[src/rtl/util_axis_sfifo.sv]
// util_axis_sfifo
// Single-clock AXI-Stream FIFO with a registered output stage. Beats carry
// tdata/tkeep/tlast/tuser/tdest together. In packet mode the read side only
// presents beats once a complete packet (tlast) has been stored. The one
// exception is a packet larger than the FIFO: it is released so it cannot
// deadlock.
//
// Ports
//   aclk, arstn            clock (rising edge), asynchronous active-low reset
//   s_axis_*               write stream (tready is registered)
//   m_axis_*               read stream (fields come from the output register)
//   data_count             beats accepted but not yet delivered
//   pkt_count              tlast beats accepted but not yet delivered
//   full, empty            count == FIFO_DEPTH / count == 0
//   almost_full            count >= ALMOST_FULL
//   almost_empty           count <= ALMOST_EMPTY
module util_axis_sfifo #(
   parameter int FIFO_DEPTH   = 256,
   parameter int COUNT_WIDTH  = 9,
   parameter int BUS_WIDTH    = 1,
   parameter int USER_WIDTH   = 1,
   parameter int DEST_WIDTH   = 1,
   parameter int PACKET_MODE  = 0,
   parameter int ALMOST_FULL  = FIFO_DEPTH - 4,
   parameter int ALMOST_EMPTY = 4
) (
   input  logic                     aclk,
   input  logic                     arstn,
   input  logic                     s_axis_tvalid,
   output logic                     s_axis_tready,
   input  logic [8*BUS_WIDTH-1:0]   s_axis_tdata,
   input  logic [BUS_WIDTH-1:0]     s_axis_tkeep,
   input  logic                     s_axis_tlast,
   input  logic [USER_WIDTH-1:0]    s_axis_tuser,
   input  logic [DEST_WIDTH-1:0]    s_axis_tdest,
   output logic                     m_axis_tvalid,
   input  logic                     m_axis_tready,
   output logic [8*BUS_WIDTH-1:0]   m_axis_tdata,
   output logic [BUS_WIDTH-1:0]     m_axis_tkeep,
   output logic                     m_axis_tlast,
   output logic [USER_WIDTH-1:0]    m_axis_tuser,
   output logic [DEST_WIDTH-1:0]    m_axis_tdest,
   output logic [COUNT_WIDTH-1:0]   data_count,
   output logic [COUNT_WIDTH-1:0]   pkt_count,
   output logic                     full,
   output logic                     empty,
   output logic                     almost_full,
   output logic                     almost_empty
);

   localparam int ADDR_WIDTH = $clog2(FIFO_DEPTH);
   localparam int BEAT_WIDTH = 8*BUS_WIDTH + BUS_WIDTH + 1 + USER_WIDTH + DEST_WIDTH;
   localparam logic [COUNT_WIDTH-1:0] DEPTH_C = COUNT_WIDTH'(FIFO_DEPTH);
   localparam logic [COUNT_WIDTH-1:0] AF_C    = COUNT_WIDTH'(ALMOST_FULL);
   localparam logic [COUNT_WIDTH-1:0] AE_C    = COUNT_WIDTH'(ALMOST_EMPTY);
   localparam logic [COUNT_WIDTH-1:0] ONE_C   = COUNT_WIDTH'(1);

   logic [BEAT_WIDTH-1:0]  mem [FIFO_DEPTH];
   logic [ADDR_WIDTH-1:0]  wr_ptr;
   logic [ADDR_WIDTH-1:0]  rd_ptr;
   logic [BEAT_WIDTH-1:0]  s_beat;
   logic [BEAT_WIDTH-1:0]  out_beat;
   logic                   out_valid;
   logic                   release_q;
   logic                   accept;
   logic                   deliver;
   logic                   mem_avail;
   logic                   load_out;
   logic                   accept_last;
   logic                   deliver_last;
   logic [COUNT_WIDTH-1:0] count_next;
   logic [COUNT_WIDTH-1:0] pkt_next;

   assign s_beat = {s_axis_tlast, s_axis_tdest, s_axis_tuser, s_axis_tkeep, s_axis_tdata};
   assign {m_axis_tlast, m_axis_tdest, m_axis_tuser, m_axis_tkeep, m_axis_tdata} = out_beat;

   // In packet mode the output register is hidden until its packet is complete
   // (any stored tlast means the head packet is complete, since order is kept)
   // or the oversize-packet release is active.
   assign m_axis_tvalid = (PACKET_MODE != 0) ? (out_valid & ((pkt_count != '0) | release_q))
                                             : out_valid;

   assign accept       = s_axis_tvalid & s_axis_tready;
   assign deliver      = m_axis_tvalid & m_axis_tready;
   assign accept_last  = accept & s_axis_tlast;
   assign deliver_last = deliver & m_axis_tlast;

   // data_count includes the output register, so the memory holds something
   // exactly when the count exceeds the output register's own contribution.
   // Beats written this edge are not visible yet, which gives the one-cycle
   // latency and rules out fall-through.
   assign mem_avail = (data_count != {{(COUNT_WIDTH-1){1'b0}}, out_valid});
   assign load_out  = mem_avail & (~out_valid | deliver);

   // Next-state beat and packet counts.
   always_comb begin
      count_next = data_count;
      pkt_next   = pkt_count;
      case ({accept, deliver})
         2'b10:   count_next = data_count + ONE_C;
         2'b01:   count_next = data_count - ONE_C;
         default: count_next = data_count;
      endcase
      case ({accept_last, deliver_last})
         2'b10:   pkt_next = pkt_count + ONE_C;
         2'b01:   pkt_next = pkt_count - ONE_C;
         default: pkt_next = pkt_count;
      endcase
   end

   // Storage array; no reset, since the pointers define what is valid.
   always_ff @(posedge aclk) begin
      if (accept) begin
         mem[wr_ptr] <= s_beat;
      end
   end

   // Pointers and output register.
   always_ff @(posedge aclk or negedge arstn) begin
      if (!arstn) begin
         wr_ptr    <= '0;
         rd_ptr    <= '0;
         out_valid <= 1'b0;
         out_beat  <= '0;
      end else begin
         if (accept) begin
            wr_ptr <= wr_ptr + 1'b1;
         end
         if (load_out) begin
            rd_ptr    <= rd_ptr + 1'b1;
            out_valid <= 1'b1;
            out_beat  <= mem[rd_ptr];
         end else if (deliver) begin
            out_valid <= 1'b0;
         end
      end
   end

   // Counts, flags and tready, all registered from next-state counts.
   always_ff @(posedge aclk or negedge arstn) begin
      if (!arstn) begin
         data_count    <= '0;
         pkt_count     <= '0;
         s_axis_tready <= 1'b0;
         full          <= 1'b0;
         empty         <= 1'b1;
         almost_full   <= 1'b0;
         almost_empty  <= 1'b1;
      end else begin
         data_count    <= count_next;
         pkt_count     <= pkt_next;
         s_axis_tready <= (count_next < DEPTH_C);
         full          <= (count_next == DEPTH_C);
         empty         <= (count_next == '0);
         almost_full   <= (count_next >= AF_C);
         almost_empty  <= (count_next <= AE_C);
      end
   end

   // Oversize-packet escape. A full FIFO with no complete packet would never
   // drain, so it streams until the packet's tlast leaves.
   always_ff @(posedge aclk or negedge arstn) begin
      if (!arstn) begin
         release_q <= 1'b0;
      end else if (PACKET_MODE != 0) begin
         if (deliver_last) begin
            release_q <= 1'b0;
         end else if ((count_next == DEPTH_C) && (pkt_next == '0)) begin
            release_q <= 1'b1;
         end
      end
   end

endmodule
[config.mk]
export PLATFORM = sky130hd
export DESIGN_NAME = util_axis_sfifo
export DESIGN_NICKNAME = d
export VERILOG_FILES = /design/src/rtl/util_axis_sfifo.sv
export SDC_FILE = /design/constraint.sdc
export NUM_CORES = 2
export LEC_CHECK = 0
export ABC_AREA = 1
export ABC_CLOCK_PERIOD_IN_PS = 4000
export BUFFER_PORTS_ARGS = -buffer_cell sky130_fd_sc_hd__clkbuf_2
export CAP_MARGIN = 20
export CELL_PAD_IN_SITES_DETAIL_PLACEMENT = 0
export CELL_PAD_IN_SITES_GLOBAL_PLACEMENT = 1
export CORE_ASPECT_RATIO = 2
export CORE_MARGIN = 2
export CORE_UTILIZATION = 40
export DETAILED_ROUTE_END_ITERATION = 10
export PLACE_DENSITY_LB_ADDON = 0.05
export REMOVE_ABC_BUFFERS = 1
export SLEW_MARGIN = 5
export SYNTH_ARGS = -nofsm -noshare
export SYNTH_HDL_FRONTEND = slang
export SYNTH_SLANG_ARGS = --single-unit
[constraint.sdc]
create_clock -name aclk -period 4 [get_ports aclk]
set_input_delay 0.2 -clock aclk [delete_from_list [all_inputs] [get_ports aclk]]
set_output_delay 0.2 -clock aclk [all_outputs]
set_load 0.05 [all_outputs]
==> impl_metrics.json <==
{
  "antenna_found_initial": 19,
  "critPathMaxStageDelay_ns": 0.63,
  "tightestPinTransition_ns": 1.060,
  "grt_pass1_wl_um": 640500,
  "arrival_ns": 4.61,
  "synth-main-ff-cell": "edfxtp_1",
  "required_ns": 4.83,
  "drt_iter0_markers": 7291,
  "postRouteWirelength_um": 456100,
  "syn_area_per_cell_um2": 11.32,
  "rsz0062_at_grt": "false",
  "hold_path_class": "in -> reg",
  "syn_inst": 11430,
  "drv_slew": 0,
  "worstSetupStartpointType": "flip-flop",
  "worstPathMaxFanout": 33,
  "violations": "antenna violations",
  "maxCapViolations": 0,
  "drcViolationCount": 0,
  "cts_root_buf": "clkbuf_16",
  "p_int_mw": 62.32,
  "overflow": 0,
  "power_density_nw_per_um2": 716.6,
  "fin_crit_sh": 0.9461,
  "path_class": "reg -> reg",
  "p_seq_frac": 0.348,
  "grt_max_degree": 135,
  "fmax_mhz": 264.2,
  "synth.most_common_cell": "nand2_1",
  "synth.distinct_cells": 42,
  "hpwl_um": 288800,
  "final_antenna_net_count": 1,
  "cts.sinks": 3124,
  "cp_cell_sequence": "inv_16 > buf_12 > buf_4 > nand2_1 > nand3_1 > nand3_1 > nand3_1 > nand3_1 > nand2_1 > nand2_1 > nand2_1 > nand3_1 > nand2_1 > nand2_1 > nand2_1",
  "die-area_um2": 328300,
  "ys_seq_elements": 3124,
  "yosys.area.top_type": "edfxtp_1",
  "start_util": 0.4015,
  "path_common_cell": "nand2_1",
  "place_congestion": 0.8623,
  "ys_async_sr_fraction": 0.01665,
  "netlist_area_um2": 129400,
  "ys_warn_count": 0,
  "clock_skew_ns": 0.03903,
  "swShare": 0.4099,
  "switchingPower_mw": 43.29,
  "grt_use_total": 0.2744,
  "drt-pass1-iter-count": 6,
  "synth_common_cells": "3783 x nand2_1, 3072 x edfxtp_1, 1749 x nand3_1",
  "h-tree-depth": 5,
  "p_leak_nw": 54.88,
  "pre_cts_slack_ns": -0.09345,
  "vdd_drop_max_uv": 1071,
  "hold_viol_final": 0,
  "slew_headroom": 0.2934,
  "setup_viol": 0,
  "drive_gt1_frac": 0.09683,
  "postLayoutCoreUtil": 0.4574,
  "setup.worst_path.end_class": "flip-flop",
  "final_nets": 11790,
  "coreArea_um2": 322200,
  "stdcell_area_um2": 147400,
  "timing.final.ws_setup_ns": 0.2156,
  "clock_path_buffers": 4,
  "area_delta_synth_final_pct": 13.91,
  "min_period_ns": 3.784,
  "die-width_um": 406.1,
  "combPwrFrac": 0.387,
  "ys_seq_area_frac": 0.7231,
  "clock_latency_ns": 0.89,
  "rows": 295,
  "clockPowerShare": 0.265,
  "outcome": "complete, but fails checks",
  "cts_tree": "done",
  "vias": 86530,
  "critPathSlowestCell": "dfrtp_4",
  "dpl_cell_area_um2": 137900,
  "dieHeight_um": 808.3,
  "port_buffers": 51,
  "cts_buffers": 296,
  "wl_per_cell_um": 27.99,
  "ios": 52,
  "grt_pass1_vias": 85150,
  "ys_top_cells_by_area": "edfxtp_1 71%, nand2_1 11%, nand3_1 6.8%, nor2_1 2.6%, inv_1 1.4%",
  "viasPerCell": 5.310,
  "path_clk_slew_ns": 0.07,
  "synth_edf_count": 3072,
  "synth.top_cell.area_share": 0.7130
}
[logic make-up (layout without fill, tap and decap cells)]
group	count (synthesis)	after routing	synth area share
other cells	0	10	0
buf+inv	1185	1734	0.04092
flops	3124	3124	0.7231
simple gates	6472	6472	0.2054
xor+xnor	27	27	0.001828
compound gates	606	606	0.02705
fa+ha+maj	17	17	0.001702
[routing by layer]
metal / track usage / wire length (µm)
met2: 0.5033 / 242400
met3: 0.02883 / 18960
met1: 0.3119 / 167900
met4: 0.1413 / 26750
met5: 0 / 63
[state kept, by name, indices dropped and copies added, names as in the netlist, 8 cells and up]
signal	cells
data_count	9
mem	3072
out_beat	12
pkt_count	9
rd_ptr	8
wr_ptr	8
[critical path: cells and delay by family, from the launching register on]
kind	cells	cell delay, ns
simple gates	12	2.17
buf+inv	3	0.81
flops	1	0.63
[cell usage in the layout, fill, tap and decap left out, types with 10 or more instances in the layout]
master	netlist	layout
a21boi_1	13	13
o211ai_1	122	122
buf_12	1	94
diode_2	0	10
a21boi_0	45	45
nand2_1	3783	3765
buf_4	86	554
inv_6	1	11
clkbuf_16	0	305
a21oi_1	175	175
dfrtp_1	50	45
bufinv_16	0	22
ha_1	16	16
nor2_1	891	887
dlygate4sd3_1	0	16
edfxtp_1	3072	3072
nand2_2	1	18
clkbuf_1	316	54
nor3_1	27	23
clkbuf_2	1	38
o21ai_0	225	225
xor2_1	20	20
inv_1	481	479
buf_8	1	14
or2_2	12	12
nand3_1	1749	1749
clkinv_1	4	71
o21ai_1	18	18
clkinv_2	0	49
[final cells by class]
cell class,count,area [µm²]
flip-flops and latches,3124,93570
inverters,490,1902
clock buffers,359,7835
repair buffers,723,6674
well taps,4306,5388
clock inverters,161,1360
diodes,10,25.02
fillers,29700,174900
repair inverters,1,8.758
multi-input cells,7122,30610
[power groups by stage]
stage / Clock (mW) / Combinational [mW] / Sequential (mW)
floorplan: 0 / 11.3 / 38.7
global placement: 0 / 41.2 / 37.5
detailed placement: 0 / 41.2 / 37.5
CTS: 28.5 / 41.3 / 36.8
global route: 29.6 / 43.8 / 36.8
finish: 28.0 / 40.8 / 36.8
[worst paths after layout]
check	depth (start not counted)	slack (ns)	from	to
max reg2reg	15	0.22	rd_ptr[0]	out_beat[4]
max	15	0.22	rd_ptr[0]	out_beat[4]
min in group asynchronous	3	0.50	arstn	almost_empty
max in group asynchronous	4	2.85	arstn	rd_ptr[1]
min reg2reg	2	0.50	out_beat[9]	out_beat[9]
min	5	0.18	m_axis_tready	m_axis_tvalid
[repair_timing]
action / CTS / global route
hold buffers: 17 / 0
pin swaps: 0 / 0
setup buffers: 0 / 5
resized for setup: 1 / 0
hold endpoints to repair: 718 / 0
setup endpoints to repair: 2 / 2
gates cloned: 1 / 0
[per-stage QoR]
stage                     total power [mW]  hold slack (ns)  instances  TNS (ns)
after floorplan                      50.01         -0.09559      10740  -1292.57
after global placement               78.71           0.3005      15720   -0.2171
after detailed placement             78.69           0.3076      15740   -0.1412
after CTS                            106.7          0.08563      16280         0
after global routing                 110.2           0.1650      16290         0
final                                105.6           0.1769      16300         0
Note: power is estimated with default switching activity, not from simulation.
